<file path="src/rtl/oam_dma_pkg.sv">
// OAM DMA shared constants.
// Register addresses and FSM state encodings.
package oam_dma_pkg;

    localparam logic [15:0] OAM_DMA_ADDR = 16'h4014;
    localparam logic [15:0] OAMDATA_ADDR = 16'h2004;

    localparam logic [2:0] ST_IDLE  = 3'd0;
    localparam logic [2:0] ST_HALT  = 3'd1;
    localparam logic [2:0] ST_ALIGN = 3'd2;
    localparam logic [2:0] ST_READ  = 3'd3;
    localparam logic [2:0] ST_WRITE = 3'd4;

endpackage

</file>
<file path="src/rtl/oam_dma_controller.sv">
// OAM DMA controller: stalls the CPU and copies a
// 256-byte page to $2004 as read/write pairs.
module oam_dma_controller
    import oam_dma_pkg::*;
(
    input  logic        clk_ph1,
    input  logic        rst,
    input  logic [15:0] cpu_addr,
    input  logic [7:0]  cpu_data_out,
    input  logic        cpu_R_nW,
    input  logic [7:0]  Data_bus_in,
    output logic [15:0] Addr_bus,
    output logic [7:0]  Data_bus_out,
    output logic        R_nW,
    output logic        cpu_rdy,
    output logic        dma_active
);

    logic [2:0] state;
    logic       parity;
    logic [7:0] page;
    logic [7:0] idx;
    logic [7:0] byte_reg;
    logic       trig;

    assign trig = !cpu_R_nW && (cpu_addr == OAM_DMA_ADDR);

    // Get/put parity, free-running from reset.
    always_ff @(posedge clk_ph1 or negedge rst) begin
        if (!rst) parity <= 1'b0;
        else      parity <= ~parity;
    end

    // Transfer sequencing, page/index and data latch.
    always_ff @(posedge clk_ph1 or negedge rst) begin
        if (!rst) begin
            state    <= ST_IDLE;
            page     <= 8'h00;
            idx      <= 8'h00;
            byte_reg <= 8'h00;
        end else begin
            case (state)
                ST_IDLE: begin
                    if (trig) begin
                        page  <= cpu_data_out;
                        idx   <= 8'h00;
                        state <= ST_HALT;
                    end
                end
                ST_HALT:  state <= parity ? ST_ALIGN : ST_READ;
                ST_ALIGN: state <= ST_READ;
                ST_READ: begin
                    byte_reg <= Data_bus_in;
                    state    <= ST_WRITE;
                end
                ST_WRITE: begin
                    idx   <= idx + 8'd1;
                    state <= (idx == 8'hFF) ? ST_IDLE : ST_READ;
                end
                default: state <= ST_IDLE;
            endcase
        end
    end

    // Bus arbitration: CPU passes through only when idle.
    always_comb begin
        Addr_bus     = cpu_addr;
        Data_bus_out = cpu_data_out;
        R_nW         = cpu_R_nW;
        case (state)
            ST_HALT, ST_ALIGN, ST_READ: begin
                Addr_bus     = {page, idx};
                Data_bus_out = byte_reg;
                R_nW         = 1'b1;
            end
            ST_WRITE: begin
                Addr_bus     = OAMDATA_ADDR;
                Data_bus_out = byte_reg;
                R_nW         = 1'b0;
            end
            default: ;
        endcase
    end

    assign cpu_rdy    = (state == ST_IDLE);
    assign dma_active = !cpu_rdy;

endmodule
</file>
<file path="config.mk">
export PLATFORM = sky130hd
export DESIGN_NAME = oam_dma_controller
export DESIGN_NICKNAME = d
export VERILOG_FILES = /design/src/rtl/oam_dma_pkg.sv /design/src/rtl/oam_dma_controller.sv
export SDC_FILE = /design/constraint.sdc
export NUM_CORES = 1
export LEC_CHECK = 0
export CORE_MARGIN = 4
export CORE_UTILIZATION = 39
export DETAILED_ROUTE_END_ITERATION = 16
export GPL_ROUTABILITY_DRIVEN = 0
export HOLD_SLACK_MARGIN = 0.1
export PLACE_DENSITY = 0.76
export SYNTH_ARGS = -nofsm -noshare
export SYNTH_HDL_FRONTEND = slang
export SYNTH_SLANG_ARGS = --single-unit
</file>
<file path="constraint.sdc">
create_clock -name clk_ph1 -period 2.1 [get_ports clk_ph1]
set_clock_uncertainty 0.2 [all_clocks]
set_input_delay 0.315 -clock clk_ph1 [delete_from_list [all_inputs] [get_ports clk_ph1]]
set_output_delay 0.315 -clock clk_ph1 [all_outputs]
set_load 0.005 [all_outputs]
</file>
==> reports/metrics.yaml <==
ant_nets: 0
synth_seq_area_share_pct: 44.2
critPathCaptureType: "output port"
dieHeight_microns: 71.7
die_x_microns: 71.7
final.setup.tns_ps: -2790
htree_levels: 1
dp_slack_ps: -505
grt_usage_pct: 19.9
insertedDiodeCount: 0
path_max_fanout: 8
rows: 22
grt-ovfl-total: 0
cp-start-kind: "flop"
worst_pin_slew_ps: 423
crit_start: "state[2]"
rsz0062_at_grt: "yes"
worst_r2r_path_depth: 6
layout_commonest_cell: "nand2_1"
grt_pass1_vias: 1636
vias_per_cell: 5.39
cts_buffers: 3
core_sq_mm: 0.00380
final_layout_size_suffix_gt1_share_pct: 34.8
cts_root_buffer: "clkbuf_8"
critical_path.top_delay_family: "simple AND/OR/NAND/NOR gates"
cts_tree: "yes"
critPathCapture: "Data_bus_out[6]"
final_cell_area_sq_mm: 0.00252
power.total_w: 0.00361
layout_common_cells: "35 x nand2_1, 34 x clkdlybuf4s50_1, 28 x dfrtp_1"
avgSynthCellArea_sq_um: 9.78
relSlewSlack_pct: 71.7
synth-seq-cells: 28
wl_microns: 4910
synthCells: 162
cp_cell_sequence: "or3_4 > nand2_4 > buf_12 > mux2_4 > buf_6"
crit_buf_inv: 2
p_leak_nw: 1.20
ys_types: 37
cp_num_cells: 5
critPathMaxStageDelay_ps: 460
period_needed_ps: 2300
placedInstanceArea_sq_mm: 0.00237
violations: "negative setup slack"
status: "finished with violations"
whs_ps: 208
nFillCells: 325
grt_pass1_wl_microns: 8040
insertion_delay_ps: 270
r2r_slack_ps: 50
cp.required_ps: 1580
r2r_start: "state[2]"
ys_warn_count: 0
vias: 1574
vdd_ir_drop_max_uv: 748
nets: 282
grt_start_max_net_pins: 29
critPathKind: "flop to output port"
wl_per_cell_microns: 16.8
fin_crit_sh_pct: 109
slew_violations: 0
clkTransAtPathRegs_ps: 90
min-delay-path-class: "input pin to async pin"
antenna_found_initial: 0
io_pins: 62
area_delta_synth_final_pct: 58.8
drtPass1Iterations: 4
syn-num-nets: 198
crit_arrival_ps: 1780
drt-initial-drc-count: 110
numPortBuffers: 61
synthesis.area_sq_mm: 0.00158
dieArea_sq_mm: 0.00515
hold_violations: 0
place_hpwl_microns: 3400
drc: 0
cap_violations: 0
finalWorstSetupSlack_ps: -199
fmax_mhz: 435
worst_path_max_delay_cell: "dfrtp_1"
p_per_area_mw_per_mm2: 1430
start_util_pct: 41.7
clock_sinks: 28
finalSetupViolations: 24
r2r-end: "page[2]"
cts_buffer_depth: 2
[how the worst min path moves through the flow]
stage / end / slack [ps] / cells after the start
3_5_place_dp: parity / 210 / 1
6_report: byte_reg[5] / 210 / 2
2_1_floorplan: byte_reg[0] / -180 / 0
3_3_place_gp: parity / 200 / 1
5_1_grt: byte_reg[5] / 250 / 2
4_1_cts: parity / 230 / 2
[power by group]
part / internal [W] / switching [W] / leakage (nW)
combinational: 0.00140 / 0.00102 / 0.830
clock: 0.000129 / 0.000164 / 0.0216
sequential: 0.000719 / 0.000177 / 0.352
total: 0.00225 / 0.00136 / 1.20
[cell families after synthesis]
logic type / count (synthesis) / share of synthesized area [%]
compound gates: 31 / 14.5
xor+xnor: 3 / 1.66
fa+ha+maj: 1 / 0.790
buf+inv: 14 / 5.13
flops: 28 / 44.2
mux: 16 / 11.8
simple gates: 69 / 21.9
[final cells by class]
class                           count  area, sq um  share of cell area (%)
Tap cell                           48         60.1                    2.39
Multi-Input combinational cell    120          887                    35.3
Timing Repair Buffer               88          808                    32.1
Clock buffer                        3         41.3                    1.64
Inverter                            5         18.8                   0.746
Sequential cell                    28          701                    27.8
[metal layers]
metal	part of all wire [%]	GRT usage [%]	vias to the layer above
met1	42	26.1	762
met2	49	31.6	62
met4	1.4	7.10	0
li1	-	-	744
met5	0	0	-
met3	7.2	5.05	6
[cell usage after synthesis, drive strengths merged]
master | n | area, sq um
nand2 | 36 | 135
dfrtp | 28 | 701
mux2 | 16 | 188
a22o | 14 | 123
buf | 6 | 51.3
nor2 | 6 | 22.5
o21ai | 6 | 30.0
nand3 | 5 | 25.0
nor3 | 5 | 36.3
inv | 4 | 15.0
or3 | 4 | 30.0
a21oi | 3 | 15.0
clkbuf | 3 | 11.3
xnor2 | 3 | 26.3
nor2b | 2 | 12.5
nor4 | 2 | 12.5
nor4b | 2 | 17.5
o211ai | 2 | 15.0
o21bai | 2 | 15.0
a21o | 1 | 7.51
and3 | 1 | 6.26
clkinv | 1 | 3.75
ha | 1 | 12.5
nand2b | 1 | 6.26
nand3b | 1 | 7.51
nand4b | 1 | 8.76
nor3b | 1 | 7.51
o21a | 1 | 7.51
o22ai | 1 | 6.26
o311a | 1 | 10.0
or3b | 1 | 8.76
or4b | 1 | 10.0
[through the flow]
| step | cells | util (%) |
|---|---|---|
| after floorplan | 162 | - |
| after global placement | 281 | 62.5 |
| after detailed placement | 281 | 62.5 |
| after CTS | 292 | 66.2 |
| after global routing | 292 | 66.2 |
| final | 292 | 66.2 |
[timing repair]
| item | in CTS | in global routing |
|---|---|---|
| hold buffers | 0 | 0 |
| buffers inserted | 7 | 1 |
| resized for setup | 133 | 10 |
| endpoints found under the setup margin | 33 | 35 |
| pin swaps | 16 | 8 |
| gates cloned | 1 | 0 |
No activity file was read; power rests on OpenSTA's default activity.
